File: config.mk
export PLATFORM = sky130hd
export DESIGN_NAME = fetch_queue
export DESIGN_NICKNAME = d
export VERILOG_FILES = /design/src/rtl/fetch_queue.sv
export SDC_FILE = /design/constraint.sdc
export NUM_CORES = 1
export LEC_CHECK = 0
export CORE_ASPECT_RATIO = 0.8
export CORE_MARGIN = 2
export CORE_UTILIZATION = 30
export CTS_CLUSTER_SIZE = 16
export DETAILED_ROUTE_END_ITERATION = 12
export SETUP_SLACK_MARGIN = 0.1
export SLEW_MARGIN = 25
export SYNTH_ARGS = -nofsm -noshare
export SYNTH_HDL_FRONTEND = slang
export SYNTH_SLANG_ARGS = --single-unit
File: constraint.sdc
create_clock -name clk -period 3.4 [get_ports clk]
set_input_delay 0.51 -clock clk [delete_from_list [all_inputs] [get_ports clk]]
set_output_delay 0.51 -clock clk [all_outputs]
set_load 0.03 [all_outputs]
File: src/rtl/fetch_queue.sv
// fetch_queue: decoupled instruction fetch unit. Issues word reads into a
// fixed-latency memory pipeline ahead of decode. It buffers the returned
// instructions in a small prefetch FIFO and hands them to decode over a
// valid/ready handshake. A redirect flushes both the FIFO and every
// in-flight fetch.
module fetch_queue #(
    parameter int                ADDR_WIDTH  = 10,
    parameter int                XLEN        = 64,
    parameter int                FIFO_DEPTH  = 4,
    parameter int                MEM_LATENCY = 1,
    parameter logic [XLEN-1:0]   RESET_PC    = '0
) (
    input  logic                          clk,
    input  logic                          rst_n,
    input  logic                          redirect_valid,
    input  logic [XLEN-1:0]               redirect_pc,
    output logic                          instr_valid,
    input  logic                          instr_ready,
    output logic [31:0]                   instr,
    output logic [XLEN-1:0]               instr_pc,
    output logic [ADDR_WIDTH-1:0]         mem_addr,
    output logic                          mem_re,
    input  logic [63:0]                   mem_rdata,
    output logic [$clog2(FIFO_DEPTH):0]   queue_count
);

    localparam int PTR_W = $clog2(FIFO_DEPTH);
    localparam int CNT_W = PTR_W + 1;
    localparam int SUM_W = CNT_W + 2;

    logic [XLEN-1:0]        r_fetchPc;
    logic [MEM_LATENCY-1:0] r_flValid;
    logic [XLEN-1:0]        r_flPc [MEM_LATENCY];
    logic [31:0]            r_fifoInstr [FIFO_DEPTH];
    logic [XLEN-1:0]        r_fifoPc [FIFO_DEPTH];
    logic [PTR_W-1:0]       r_wrPtr;
    logic [PTR_W-1:0]       r_rdPtr;
    logic [CNT_W-1:0]       r_count;

    logic                   w_pop;
    logic                   w_retire;
    logic                   w_issue;
    logic [SUM_W-1:0]       w_inflight;
    logic [SUM_W-1:0]       w_credit;
    logic [31:0]            w_respInstr;
    logic                   w_unused;

    // The two low bits of a redirect target are forced to zero, so they are dropped.
    assign w_unused = ^redirect_pc[1:0];

    // The head is available whenever the FIFO holds anything. A redirect overrides the pop.
    assign instr_valid = (r_count != '0);
    assign w_pop       = instr_valid && instr_ready && !redirect_valid;
    assign w_retire    = r_flValid[MEM_LATENCY-1] && !redirect_valid;

    // The oldest in-flight fetch picks its half of the 64-bit word using pc bit 2.
    assign w_respInstr = r_flPc[MEM_LATENCY-1][2] ? mem_rdata[63:32] : mem_rdata[31:0];

    // Count the in-flight fetches that are not retiring this cycle.
    always_comb begin
        w_inflight = '0;
        for (int i = 0; i < MEM_LATENCY - 1; i++) begin
            w_inflight = w_inflight + SUM_W'(r_flValid[i]);
        end
    end

    // Credit check: queued + outstanding + an unpopped retiring entry must stay below depth.
    always_comb begin
        w_credit = SUM_W'(r_count) + w_inflight + SUM_W'(w_retire && !w_pop);
        w_issue  = !redirect_valid && (w_credit < SUM_W'(FIFO_DEPTH));
    end

    // The memory sees no request while reset is held.
    assign mem_re      = w_issue && rst_n;
    assign mem_addr    = r_fetchPc[ADDR_WIDTH+2:3];
    assign instr       = r_fifoInstr[r_rdPtr];
    assign instr_pc    = r_fifoPc[r_rdPtr];
    assign queue_count = r_count;

    // Fetch PC: a redirect loads the word-aligned target; otherwise it advances on each issue.
    always_ff @(posedge clk or negedge rst_n) begin
        if (!rst_n) begin
            r_fetchPc <= RESET_PC;
        end else if (redirect_valid) begin
            r_fetchPc <= {redirect_pc[XLEN-1:2], 2'b00};
        end else if (w_issue) begin
            r_fetchPc <= r_fetchPc + XLEN'(4);
        end
    end

    // In-flight pipeline: shift {valid, pc} one stage per cycle; a redirect kills every stage.
    always_ff @(posedge clk or negedge rst_n) begin
        if (!rst_n) begin
            r_flValid <= '0;
            for (int i = 0; i < MEM_LATENCY; i++) begin
                r_flPc[i] <= '0;
            end
        end else begin
            r_flValid[0] <= w_issue;
            r_flPc[0]    <= r_fetchPc;
            for (int i = 1; i < MEM_LATENCY; i++) begin
                r_flValid[i] <= r_flValid[i-1] && !redirect_valid;
                r_flPc[i]    <= r_flPc[i-1];
            end
        end
    end

    // FIFO storage: a retiring response is written at the tail. Entries are zeroed on reset so the head reads 0.
    always_ff @(posedge clk or negedge rst_n) begin
        if (!rst_n) begin
            for (int i = 0; i < FIFO_DEPTH; i++) begin
                r_fifoInstr[i] <= '0;
                r_fifoPc[i]    <= '0;
            end
        end else if (w_retire) begin
            r_fifoInstr[r_wrPtr] <= w_respInstr;
            r_fifoPc[r_wrPtr]    <= r_flPc[MEM_LATENCY-1];
        end
    end

    // FIFO pointers and occupancy: binary pointers wrap naturally; a redirect empties the queue.
    always_ff @(posedge clk or negedge rst_n) begin
        if (!rst_n) begin
            r_wrPtr <= '0;
            r_rdPtr <= '0;
            r_count <= '0;
        end else if (redirect_valid) begin
            r_wrPtr <= '0;
            r_rdPtr <= '0;
            r_count <= '0;
        end else begin
            if (w_retire) begin
                r_wrPtr <= r_wrPtr + PTR_W'(1);
            end
            if (w_pop) begin
                r_rdPtr <= r_rdPtr + PTR_W'(1);
            end
            r_count <= r_count + CNT_W'(w_retire) - CNT_W'(w_pop);
        end
    end

endmodule

== Word-level counts from Yosys, hierarchy flattened ==
Cells that the tools add are included.

* Output and inout bits: 111
* Input port bits: 132
* Flip-flop bits (word level): 520
* Word-level logic and storage cells: 59

* Add/sub/neg operators: 6
* Multiplexer cells: 20
* Magnitude comparators: 4
* Bitwise gates (word level): 2
* Reduce and logical (&&, ||, !) cells: 13

{| class="wikitable"
|+ Operators with widths
! operator !! count
|-
| $mux 64 || 5
|-
| $bwmux 256 || 1
|-
| $bmux 64 s2 || 1
|-
| $bwmux 128 || 1
|-
| $demux 64 s2 || 1
|-
| $mux 32 || 4
|-
| $add 64x3->64 const B || 1
|-
| $bmux 32 s2 || 1
|-
| $demux 32 s2 || 1
|-
| $mux 2 || 4
|-
| $logic_and 1x1->1 || 7
|-
| $ge 3x3->1 const B || 2
|-
| $not 2->3 || 2
|-
| $reduce_bool 2->1 || 3
|-
| $add 2x1->2 const B || 2
|-
| $add 3x1->4 || 1
|-
| $lt 4x3->1 const B || 1
|-
| $add 3x1->3 || 1
|-
| $lt 3x1->1 const B || 1
|-
| $mux 3 || 1
|-
| $reduce_bool 3->1 || 1
|-
| $sub 3x1->3 || 1
|-
| $logic_not 1->1 || 2
|}

== Longest topological paths before layout ==
* Word-level depth: 10
* Gate-level depth with buffers: 12
* Mapped depth without buffers: 10

== Worst setup path after synthesis ==
OpenSTA, ideal clock, no wires.

* Path type: input -> register
* Start point: input redirect_valid
* End point: register r_fetchPc[43]
* Cell stages on the path: 11
* Path slack: 0.314 ns
* Setup time: 0.082 ns
* Arrival time: 3.004 ns
* Data required time: 3.318 ns
* Buffers on the path: 3
* Cell sequence: clkbuf_1 clkinv_1 clkbuf_1 nand3_1 ha_1 nand4_1 o22a_1 buf_6 or4_4 or3_1 a31oi_1

* Longest elaborated chain between the ends: 8
* Elaborated cells on any way between the ends: 10
* Those cells by class: add/sub: 1; order compare: 1; mux: 1; reduce/logical: 7

{| class="wikitable"
|+ Ends and longest elaborated chain
! element !! line !! text
|-
| start, declared || 15 || <nowiki>input logic redirect_valid,</nowiki>
|-
| $logic_not 1->1 || 53, 54, 70 ||
|-
| $logic_and 1x1->1 || 53 || <nowiki>assign w_pop = instr_valid && instr_ready && !redirect_valid;</nowiki>
|-
| $logic_not 1->1 || 69 || <nowiki>w_credit = SUM_W'(r_count) + w_inflight + SUM_W'(w_retire && !w_pop);</nowiki>
|-
| $logic_and 1x1->1 || 69 ||
|-
| $add 3x1->4 || 69 ||
|-
| $lt 4x3->1 || 70 || <nowiki>w_issue = !redirect_valid && (w_credit < SUM_W'(FIFO_DEPTH));</nowiki>
|-
| $logic_and 1x1->1 || 70 ||
|-
| $reduce_bool 2->1 (no line) || -- ||
|-
| end signal, assigned || 85 || <nowiki>r_fetchPc <= {redirect_pc[XLEN-1:2], 2'b00};</nowiki>
|-
| end signal, assigned || 87 || <nowiki>r_fetchPc <= r_fetchPc + XLEN'(4);</nowiki>
|-
| end, declared || 31 || <nowiki>logic [XLEN-1:0] r_fetchPc;</nowiki>
|}

Parallel ways exist; a longest one is shown, timed or not.
A chain may end at the register's enable or synchronous reset.

== Worst setup path after layout ==
* Start point: register r_rdPtr[0]
* End point: output instr_pc[38]

* Longest elaborated chain between the ends: 4

{| class="wikitable"
|+ Ends and longest elaborated chain
! element !! line !! text
|-
| start, declared || 37 || <nowiki>logic [PTR_W-1:0] r_rdPtr;</nowiki>
|-
| start signal, assigned || 136 || <nowiki>r_rdPtr <= r_rdPtr + PTR_W'(1);</nowiki>
|-
| $not 2->3 (not written as such) || 77 || <nowiki>assign instr_pc = r_fifoPc[r_rdPtr];</nowiki>
|-
| $bmux 64 s2 || 77 ||
|-
| $mux 64 (not written as such) (2 in a row) || 77 ||
|-
| end, declared || 20 || <nowiki>output logic [XLEN-1:0] instr_pc,</nowiki>
|}

No other way between the ends. The select of a mux whose other input is x is not followed.

==> summary.txt <==
Drt
  • Routed WL: ~60 mm
  • DRC: 0
  • Via Count: around 15000
  • DRT iter0 DRCs: 1003
  • Avg Vias per Cell: 4.99
  • Antenna viol nets, final: 0
  • Drt pass-1 iters: 5
  • Routed len/inst: between 20 and 25 microns

Yosys
  • Post-synth ARST share: 1.00
  • Synthesized area: 0.0223 sq mm
  • Top cells by area, synth: dfrtp_1 57%, mux2_2 13%, mux4_2 9.5%
  • Synth Warn #: 0
  • #FFs+latches synth: 508
  • Post-synth EDFFs: 0
  • XOR/XNOR Fraction of Synth Area: 0.0141
  • Synth Area in Compound Gates: 0.0561
  • Main combinational cell family by area after synthesis: multiplexers
  • Seq/Total Area, Yosys: 0.569
  • Most frequent cell after synthesis: dfrtp_1
  • Commonest cells post-synth: 508 x dfrtp_1, 250 x mux2_2, 209 x nand2_1, 168 x o21ai_0, 94 x mux4_2
  • Mux contribution to synthesized area: 0.239
  • Synthesized area per cell: 13.2 sq um
  • Predominant post-synthesis flop cell: dfrtp_1
  • Cell taking the most area after synthesis: dfrtp_1
  • Synth top area share: 0.569
  • Adder-cell share of the synthesized area: 0.00594
  • Simple-Gate Fraction of Synth Area: 0.0910
  • Library cells used by synthesis: 66
  • Mapped Cells: roughly 1700

Timing
  • Fin crit share: 0.963
  • Final setup violation count: 0
  • RSZ-0062 raised after global routing: yes
  • Worst slew pin tran: 0.840 ns
  • Setup_tns: 0 ns
  • Max Freq: 305 MHz
  • Normalized max-slew margin: 0.440
  • Final Max Slew Viols: 0
  • Final hold vios: 0
  • Minimum clock period: 3.28 ns
  • Setup Skew: between 0.04 and 0.05 ns

Min path
  • Tightest Hold Check Type: in -> async

Layout
  • # nets final: a little over 2000
  • Layout area overhead: 25.8%
  • Share of cells above drive strength 1: 0.257
  • Non-filler cells, final: 2956
  • # diodes: 0

Power
  • Comb pwr share: 0.353
  • Power, Total: between 0.02 and 0.03 W
  • Clock share of power: 0.265
  • VDD IR max: a little under 0.0005 V
  • Int Power: 0.0167 W
  • Pwr/cell area: between 800 and 900 mW/mm^2
  • Sw power: 0.00839 W
  • Register share of total power: 0.381
  • Net Sw Frac: 0.335
  • Leakage power: approximately 12 nW

Critical path
  • FF-to-FF path depth: 8
  • WS Path Type: reg -> out
  • Delay-heaviest family, CP: buffers and inverters
  • Startpoint Class: flip-flop
  • CP required: 2.89 ns
  • Total buffers and inverters traversed by the critical path: 2
  • Slowest cell on the critical path: clkdlybuf4s50_1
  • CP Max Fanout: 26
  • CP peak stage delay: between 0.6 and 0.7 ns
  • Crit Reg-Reg Endpoint: r_fetchPc[60]$_DFFE_PN0P_
  • Crit Reg-Reg Startpoint: queue_count[0]$_DFF_PN0_
  • CP cell instances: bufbuf_16 -> mux4_2 -> clkdlybuf4s50_1
  • Critical path data arrival time: 2.77 ns
  • Flop2flop setup slack: 0.55 ns
  • CP endpoint kind: output port

Flow run
  • Max cap viols: 0

Clock network
  • Sink Count: 508
  • CTS tree: yes
  • Skew-Pair Late Insertion Delay: 0.63 ns
  • Clock buffer count from CTS: 54
  • H-Tree Depth: 2
  • Clock root buffer: clkbuf_16
  • Clk pin slew, worst setup/hold paths: 0.07 ns
  • CTS Buffer Depth: 3

Die
  • FP Rows: 89
  • Starting density of the core: 0.303
  • Width of the die: 309 microns
  • Die area: about 0.077 sq mm
  • Core area: 0.0737 sq mm
  • Die height: 248 microns
  • Top Ports: 243

GRT
  • Met1 Usage GRT: 0.214
  • Antenna violations before repair: 2
  • Gr usage total: 0.157
  • First-pass GRT wire length: 92.4 mm
  • Global route overflow: 0
  • Global route hottest layer: met2
  • Largest net degree at the start of global routing: between 100 and 150
  • M3 GR Usage: 0.0394
  • Grt met2 use: 0.247
  • Number of global-route vias before repair: 15644

Place
  • Dpl cells: 2852
  • I/O Buffers: 238
  • DP HPWL: 38.8 mm
  • Routability Congestion: between 0.8 and 0.9

Run status
  • Status: finished, final reports clean
[per-layer routing]
layer	part of all wire	up-vias
met5	0.00022	-
met4	0.023	2
met3	0.069	94
met2	0.46	430
met1	0.45	7637
li1	-	6602
[repair_timing]
item,in CTS,in global routing
cloned,1,0
hold buffers,1,0
endpoints found under the setup margin,68,25
hold endpoints to repair,35,0
resized for setup,13,11
setup buffers,1,0
[worst register-to-register path, cell delays in order, from the launching register on]
cell and delay (ns):
dfrtp_1 0.37, or3_1 0.44, nand3_1 0.14, ha_1 0.22, nand4_1 0.13, o22a_1 0.25
or3_1 0.55, or4_1 0.52, a31oi_1 0.16
[placed cells by master (no fill, tap or decap), types with 9 or more instances in the layout]
| cell type | netlist | final |
|---|---|---|
| nand2_1 | 209 | 205 |
| mux4_2 | 94 | 94 |
| clkinv_2 | 0 | 11 |
| dlygate4sd2_1 | 0 | 12 |
| nor3_1 | 16 | 16 |
| dlymetal6s2s_1 | 0 | 11 |
| nand4_1 | 30 | 30 |
| buf_12 | 0 | 16 |
| bufinv_16 | 0 | 12 |
| mux2i_1 | 40 | 40 |
| inv_1 | 9 | 9 |
| buf_4 | 13 | 22 |
| mux2_2 | 250 | 250 |
| dfrtp_1 | 508 | 505 |
| nor4_1 | 18 | 18 |
| o21ai_0 | 168 | 168 |
| ha_1 | 9 | 9 |
| and4_1 | 12 | 12 |
| clkdlybuf4s50_1 | 0 | 212 |
| xor2_1 | 9 | 9 |
| or3_1 | 10 | 10 |
| and3_1 | 10 | 10 |
| nor2b_1 | 15 | 15 |
| xnor2_1 | 27 | 27 |
| clkbuf_16 | 0 | 54 |
| nand3_1 | 24 | 24 |
| nor2_1 | 31 | 31 |
[worst max-delay path by stage]
stage	from	endpoint	cells past startpoint
floorplan	redirect_valid	r_fetchPc[43]$_DFFE_PN0P_	11
global route	r_rdPtr[0]$_DFFE_PN0P_	instr_pc[38]	3
global placement	instr_ready	r_fetchPc[60]$_DFFE_PN0P_	8
detailed placement	instr_ready	r_fetchPc[60]$_DFFE_PN0P_	8
finish	r_rdPtr[0]$_DFFE_PN0P_	instr_pc[38]	3
CTS	r_rdPtr[0]$_DFFE_PN0P_	instr_pc[62]	3
[power by group through the flow]
stage	registers, W	logic, W	clock network [W]
floorplan	0.00915	0.00594	0
global placement	0.00945	0.00884	0
detailed placement	0.00966	0.00901	0
CTS	0.00956	0.00906	0.00685
global route	0.00984	0.00955	0.00710
finish	0.00956	0.00886	0.00665
[logic make-up (layout without fill, tap and decap cells)]
group | Yosys count | in the layout
simple gates | 408 | 408
flops | 508 | 508
mux | 384 | 384
other cells | 1 | 2
buf+inv | 129 | 388
fa+ha+maj | 10 | 10
compound gates | 219 | 219
xor+xnor | 36 | 36
[flip-flops by register name, summed over array words and instances, names as in the netlist]
name         flops
r_fifoPc       248
r_fifoInstr    128
r_fetchPc       62
r_flPc          62
queue_count      3
r_rdPtr          2
r_wrPtr          2
r_flValid        1
[stage by stage]
stage               hold slack (ns)  setup slack [ns]  utilization  area (sq um)
finish                        0.404             0.125        0.381         28100
global route                  0.432            0.0381        0.381         28100
CTS                           0.409            0.0454        0.381         28100
detailed placement            0.414             0.291        0.352         26000
global placement              0.412             0.252        0.352         26000
floorplan                     0.214             0.314            -         22300
[cell type report]
| class | count | area (sq um) |
|---|---|---|
| well taps | 1001 | 1250 |
| inverters | 10 | 37.5 |
| fillers | 6980 | 45600 |
| repair buffers | 277 | 2940 |
| multi-input cells | 1059 | 9100 |
| flip-flops and latches | 508 | 12700 |
| clock buffers | 61 | 1450 |
| clock inverters | 40 | 613 |
Note: power is estimated with default switching activity, not from simulation.
